===== src/rtl/instr_fetch_queue.sv =====
`default_nettype none
// ============================================================================
// Module   : instr_fetch_queue
// Purpose  : In-order fetch-to-decode instruction FIFO with one-cycle flush.
// Revision : 1.0 - initial release
// ============================================================================
module instr_fetch_queue #(
    parameter int DEPTH = 4
) (
    input  logic                     clk,
    input  logic                     reset,
    input  logic                     if_valid,
    input  logic [31:0]              if_instr,
    input  logic [31:0]              if_pc,
    output logic                     if_ready,
    input  logic                     flush,
    input  logic                     id_ready,
    output logic                     id_valid,
    output logic [31:0]              id_instr,
    output logic [31:0]              id_pc,
    output logic [$clog2(DEPTH):0]   count
);

    localparam int                c_AW   = $clog2(DEPTH);
    localparam logic [c_AW:0]     c_FULL = (c_AW+1)'(DEPTH);
    localparam logic [c_AW-1:0]   c_ONE  = c_AW'(1);

    logic [63:0]     r_mem [DEPTH];
    logic [c_AW-1:0] r_wr_ptr;
    logic [c_AW-1:0] r_rd_ptr;
    logic [c_AW:0]   r_count;
    logic            w_push;
    logic            w_pop;
    logic [63:0]     w_head;

    // Handshake outputs come from registered occupancy only.
    assign if_ready = (r_count != c_FULL);
    assign id_valid = (r_count != '0);
    assign w_push   = if_valid & if_ready;
    assign w_pop    = id_valid & id_ready;
    assign w_head   = r_mem[r_rd_ptr];
    assign id_instr = id_valid ? w_head[63:32] : 32'h0000_0000;
    assign id_pc    = id_valid ? w_head[31:0]  : 32'h0000_0000;
    assign count    = r_count;

    always_ff @(posedge clk or posedge reset) begin
        if (reset) begin
            r_wr_ptr <= '0;
            r_rd_ptr <= '0;
            r_count  <= '0;
        end else if (flush) begin
            r_wr_ptr <= '0;
            r_rd_ptr <= '0;
            r_count  <= '0;
        end else begin
            if (w_push) begin
                r_wr_ptr <= r_wr_ptr + c_ONE;
            end
            if (w_pop) begin
                r_rd_ptr <= r_rd_ptr + c_ONE;
            end
            case ({w_push, w_pop})
                2'b10:   r_count <= r_count + (c_AW+1)'(1);
                2'b01:   r_count <= r_count - (c_AW+1)'(1);
                default: r_count <= r_count;
            endcase
        end
    end

    // Storage needs no reset; a flush only suppresses the write.
    always_ff @(posedge clk) begin
        if (w_push && !flush) begin
            r_mem[r_wr_ptr] <= {if_instr, if_pc};
        end
    end

endmodule
`default_nettype wire

===== config.mk =====
export PLATFORM = sky130hd
export DESIGN_NAME = instr_fetch_queue
export DESIGN_NICKNAME = d
export VERILOG_FILES = /design/src/rtl/instr_fetch_queue.sv
export SDC_FILE = /design/constraint.sdc
export NUM_CORES = 1
export LEC_CHECK = 0
export CAP_MARGIN = 10
export CORE_AREA = 2 2 163 165
export DETAILED_ROUTE_END_ITERATION = 8
export DIE_AREA = 0 0 165 167
export PLACE_DENSITY = 0.66
export SETUP_SLACK_MARGIN = 0.15
export SYNTH_ARGS = -nofsm -noshare
export SYNTH_HDL_FRONTEND = slang
export SYNTH_SLANG_ARGS = --single-unit

===== constraint.sdc =====
create_clock -name clk -period 2.6 [get_ports clk]
set_input_delay 0.78 -clock clk [delete_from_list [all_inputs] [get_ports clk]]
set_output_delay 0.78 -clock clk [all_outputs]
set_load 0.03 [all_outputs]

# [Word-level counts from Yosys, hierarchy flattened]
# Memories as Yosys holds them, arrays and structs flattened.
# Index checks and enable logic that the tools add are counted.
[op_classes] n_addsub=4 bitwise_logic=2 reduce_logical=6 eq_ne=3 n_mux=10
[ops] operator="two-way mux 32 bit" n=2
[ops] operator="two-way mux 2 bit" n=4
[ops] operator="case mux 3 bit (2 select lines)" n=1
[ops] operator="nonzero test 3 bit" n=2
[ops] operator="adder 2 x 1 -> 2 bit (second input constant)" n=2
[ops] operator="nonzero test 2 bit" n=2
[ops] operator="adder 3 x 1 -> 3 bit (second input constant)" n=1
[ops] operator="two-way mux 3 bit" n=1
[ops] operator="!= test 3 bit (second input constant)" n=1
[ops] operator="subtractor 3 x 1 -> 3 bit (second input constant)" n=1
[ops] operator="AND 1 bit" n=2
[ops] operator="equality test 2 x 1 -> 1 bit (second input constant)" n=1
[ops] operator="equality test 2 bit (second input constant)" n=1
[ops] operator="two-way mux 1 bit" n=2
[ops] operator="logical AND 1 bit" n=1
[ops] operator="logical NOT 1 bit" n=1
[totals] in_bits=69 ff_bits=7 mem_count=1 ramBits=256
[memory_table] memory="r_mem" depth=4 width=64 read_ports=1 rd_ports_with_merged_regs=0 wr=1 line="28" source="logic [63:0] r_mem [DEPTH];"

# [Depth between registers and ports, before layout]
[logic_depth] depth_word=5 ltp_mapped=9 depth_no_buf=8

# [Least setup slack after synthesis]
# Ideal clock, no wire load.
[synth_timing] path_type="in2reg" from="in if_valid" to="mem r_mem[0][0], enable pin" slack_ns=-0.700 arrival_time_ns=2.871 n_path_buf=1 required_time_ns=2.171 stages=4 cell_sequence="clkbuf_1 -> nand2_1 -> nor2_1 -> and2_1"
[synth_via] elab_chain_len=4
[synth_lines] element="start: declaration" line="12" source="input logic if_valid,"
[synth_lines] element="AND 1 bit" line="39" source="assign w_push = if_valid & if_ready;"
[synth_lines] element="logical AND 1 bit" line="72" source="if (w_push && !flush) begin"
[synth_lines] element="two-way mux 1 bit" line="72"
[synth_lines] element="two-way mux 1 bit (implied by the code)" line="73" source="r_mem[r_wr_ptr] <= {if_instr, if_pc};"
[synth_lines] element="end: declaration" line="28"
# Every way passes these cells.

# [Worst setup path in the final report]
[layout_timing] from="reg r_rd_ptr[0]" to="out id_instr[1]"
[layout_via] elab_chain_len=2
[layout_lines] element="start: declaration" line="30" source="logic [c_AW-1:0] r_rd_ptr;"
[layout_lines] element="start signal: assignment" line="60" source="r_rd_ptr <= r_rd_ptr + c_ONE;"
[layout_lines] element="memory (4 x 64 bit)"
[layout_lines] element="two-way mux 32 bit" line="42" source="assign id_instr = id_valid ? w_head[63:32] : 32'h0000_0000;"
[layout_lines] element="end: declaration" line="19" source="output logic [31:0] id_instr,"
# Every way passes these cells.

==> flow_summary_export.csv <==
group,metric,value,unit
global_routing,grt_pass1_vias,5570,
timing,slew_headroom,76.4,%
global_routing,grt_antenna_before_repair,0,
timing,finalClockSkew,0.00607,ns
status,violations,"negative setup slack",
cells_and_area,antenna_cells,0,
die,start_util,39.6,%
pwr,peakVddDrop,0.510,mV
routing,avgRoutedWirePerCell,21.2,um
routing,ant_nets,0,
cells_and_area,multi_input_area,2350,um^2
timing,worstMarginPinSlew,0.354,ns
die,fp-row-count,59,
routing,routed-wl-met3,1240,um
routing,routed_via_density,5.12,
logic_synthesis,synthesis.area,10200,um^2
setup_path,end_kind,"output port",
global_routing,track_usage,15.3,%
cells_and_area,synthToLayoutAreaGrowth,34.7,%
cells_and_area,utilization,53.3,%
logic_synthesis,ys_warn_count,0,
routing,top_layer,"met4",
clock_network,clk_path_buf_depth,3,
die,io_pins,138,
global_routing,grt-ovfl-total,0,
timing,post-route-period-util,114,%
timing,min_period,2.97,ns
placed_design,dpl.hpwl,12300,um
die,fp.coreArea,25800,um^2
routing,routed_wl,21500,um
cells_and_area,drive_above_1_share,42.4,%
global_routing,grt_max_degree,33,
die,die_w,165,um
clock_network,clk_pin_slew,0.06,ns
placed_design,dpl_cell_area,12300,um^2
cells_and_area,final_nets,732,
global_routing,grt_pass1_wl,31800,um
timing,slew_viol_final,0,
logic_synthesis,syn_nets,543,
setup_path,critPathLaunchType,"flop",
run,cap_violations,0,
routing,drt_iter0_drc,269,
logic_synthesis,ys_types,29,
clock_network,cts_hold_buf,0,
pwr,power_density,852,nW/um^2
routing,dr_wl_met2,10900,um
cells_and_area,nFillCells,1986,
setup_path,path_class,"reg2out",
timing,setup_slack,-0.370,ns
routing,firstDrtPassIters,6,
clock_network,cts_tree,"yes",
cells_and_area,final_cells,1012,
die,die-height,167,um
setup_path,cp_data_required_time,1.82,ns
timing,rsz0062_at_grt,"true",
routing,drcViolationCount,0,
clock_network,htreeDepth,1,
clock_network,cts_buffers,27,
cells_and_area,register_area,7870,um^2
routing,vias,5184,
clock_network,cts_sinks,263,
pwr,leakagePower,4.65,nW
placed_design,placed_cells,947,
status,status,"complete, but fails checks",
placed_design,place_congestion,0.673,
routing,wl_met1,9000,um
logic_synthesis,syn_area_per_cell,21.7,um^2
die,die_area,27600,um^2
min_path,hp-class,"in2async",
timing,finalHoldViolCount,0,
setup_path,critPathMaxFanout,6,
placed_design,port_buffers,137,
logic_synthesis,synth-seq-area-share,77.1,%
clock_network,clock-root-buffer,"clkbuf_16",
logic_synthesis,synth_seq_cells,263,
clock_network,clock_latency,0.52,ns
cells_and_area,fin_area,13700,um^2
setup_path,cp.arrival,2.19,ns
logic_synthesis,syn_inst,469,
timing,fmax,0.337,GHz
timing,setup_violations,64,
[placed cells by master, fill, tap and decap left out, types with 2 or more instances in the layout]
master,instances
clkinv_2,4
clkbuf_16,31
inv_1,3
clkinv_1,9
buf_6,70
buf_12,20
edfxtp_1,256
o21ai_0,3
nor2_1,9
nand2_1,6
nor3_1,2
xor2_1,2
bufinv_16,3
dfrtp_1,5
clkinv_4,2
nand3_1,4
buf_4,13
and2_4,67
a21oi_1,3
mux4_2,64
clkdlybuf4s50_1,68
dfrtp_4,2
xnor2_1,2
dlygate4sd2_1,3
clkbuf_1,2
buf_16,4
ha_1,4
[per-stage QoR]
stage                     power [mW]  TNS [ns]  hold slack, ns  setup WS, ns
final                           11.7    -18.47           0.567        -0.370
after global routing            12.1    -22.63           0.587        -0.424
after CTS                       11.1    -29.11           0.558        -0.532
after detailed placement        7.44    -10.97           0.587        -0.233
after global placement          7.40    -10.63           0.558        -0.217
after floorplan                 6.42   -0.0567           0.543     -0.000222
[flip-flops by register name, summed over array words and instances, names as in the netlist]
signal,count
count,3
r_mem,256
r_rd_ptr,2
r_wr_ptr,2
[cell usage after synthesis (all sizes together)]
master    n  share of area [%]
ha        4               0.49
nand4b    1              0.086
nand2b    1              0.061
nor3      2              0.098
buf      14                1.0
xnor2     2               0.17
nand3     4               0.20
xor2      2               0.17
edfxtp  256                 75
fa        1               0.20
mux4     64                 14
or3       2               0.12
a21oi     3               0.15
nor2      9               0.33
inv       3               0.11
a41oi     1              0.086
dfrtp     7                1.7
or2       1              0.061
o221ai    1              0.086
clkbuf   10               0.37
and2     68                4.2
nand2     6               0.22
mux2      1               0.11
a31oi     1              0.061
o21ai     3               0.15
or3b      2               0.17
[power breakdown]
| group | switching, mW | internal [mW] | total (mW) |
|---|---|---|---|
| registers | 0.0470 | 4.83 | 4.88 |
| logic | 1.51 | 1.62 | 3.13 |
| clock network | 1.51 | 2.18 | 3.69 |
| total | 3.06 | 8.64 | 11.7 |
[final timing paths]
| path | start | to | slack [ns] | cells after the start |
|---|---|---|---|---|
| max reg2reg | count[1]$_DFFE_PP0P_ | count[2]$_DFFE_PP0P_ | 0.34 | 8 |
| min in group clk | r_wr_ptr[1]$_DFFE_PP0P_ | r_wr_ptr[1]$_DFFE_PP0P_ | 0.59 | 2 |
| max in group asynchronous | reset | r_rd_ptr[1]$_DFFE_PP0P_ | 1.74 | 2 |
| max | r_rd_ptr[0]$_DFFE_PP0P_ | id_instr[1] | -0.37 | 6 |
| min reg2reg | r_wr_ptr[1]$_DFFE_PP0P_ | r_wr_ptr[1]$_DFFE_PP0P_ | 0.59 | 2 |
| min | reset | r_wr_ptr[0]$_DFFE_PP0P_ | 0.57 | 2 |
[what timing repair did]
action                     4_1_cts  5_1_grt
gates resized for setup        130      397
pin swaps                        0       16
setup buffers                    1        9
setup endpoints to repair       69       66
cloned                           2        5
[layout make-up]
cell class	instances	area share (%)
Timing Repair Buffer	184	16.2
Tap cell	335	3.05
Inverter	3	0.0820
Clock inverter	19	1.23
Sequential cell	263	57.3
Clock buffer	29	4.98
Multi-Input combinational cell	179	17.1
[cells by family (layout without fill, tap and decap cells)]
kind of cell               Yosys count  in the layout  share of synthesized area (%)
buffers and inverters               27            235                           1.52
xor gates and xnor gates             4              4                          0.344
DFF                                263            263                           77.1
AOI/OAI and AO/OA                    9              9                          0.528
and+or+nand+nor                     96             96                           5.52
adders and majority gates            5              5                          0.687
muxes                               65             65                           14.3
[critical path, cell delays in order (launching register included)]
cell       delay [ns]
dfrtp_4          0.52
clkbuf_16        0.17
buf_12           0.14
buf_6            0.12
mux4_2           0.41
and2_4           0.18
buf_6            0.13
[layer usage]
metal,vias up,GRT usage [%]
met1,2716,19.6
met4,0,3.25
li1,2277,-
met2,161,26.9
met5,-,0
met3,30,3.01
Power figures use the tool's default switching activity.
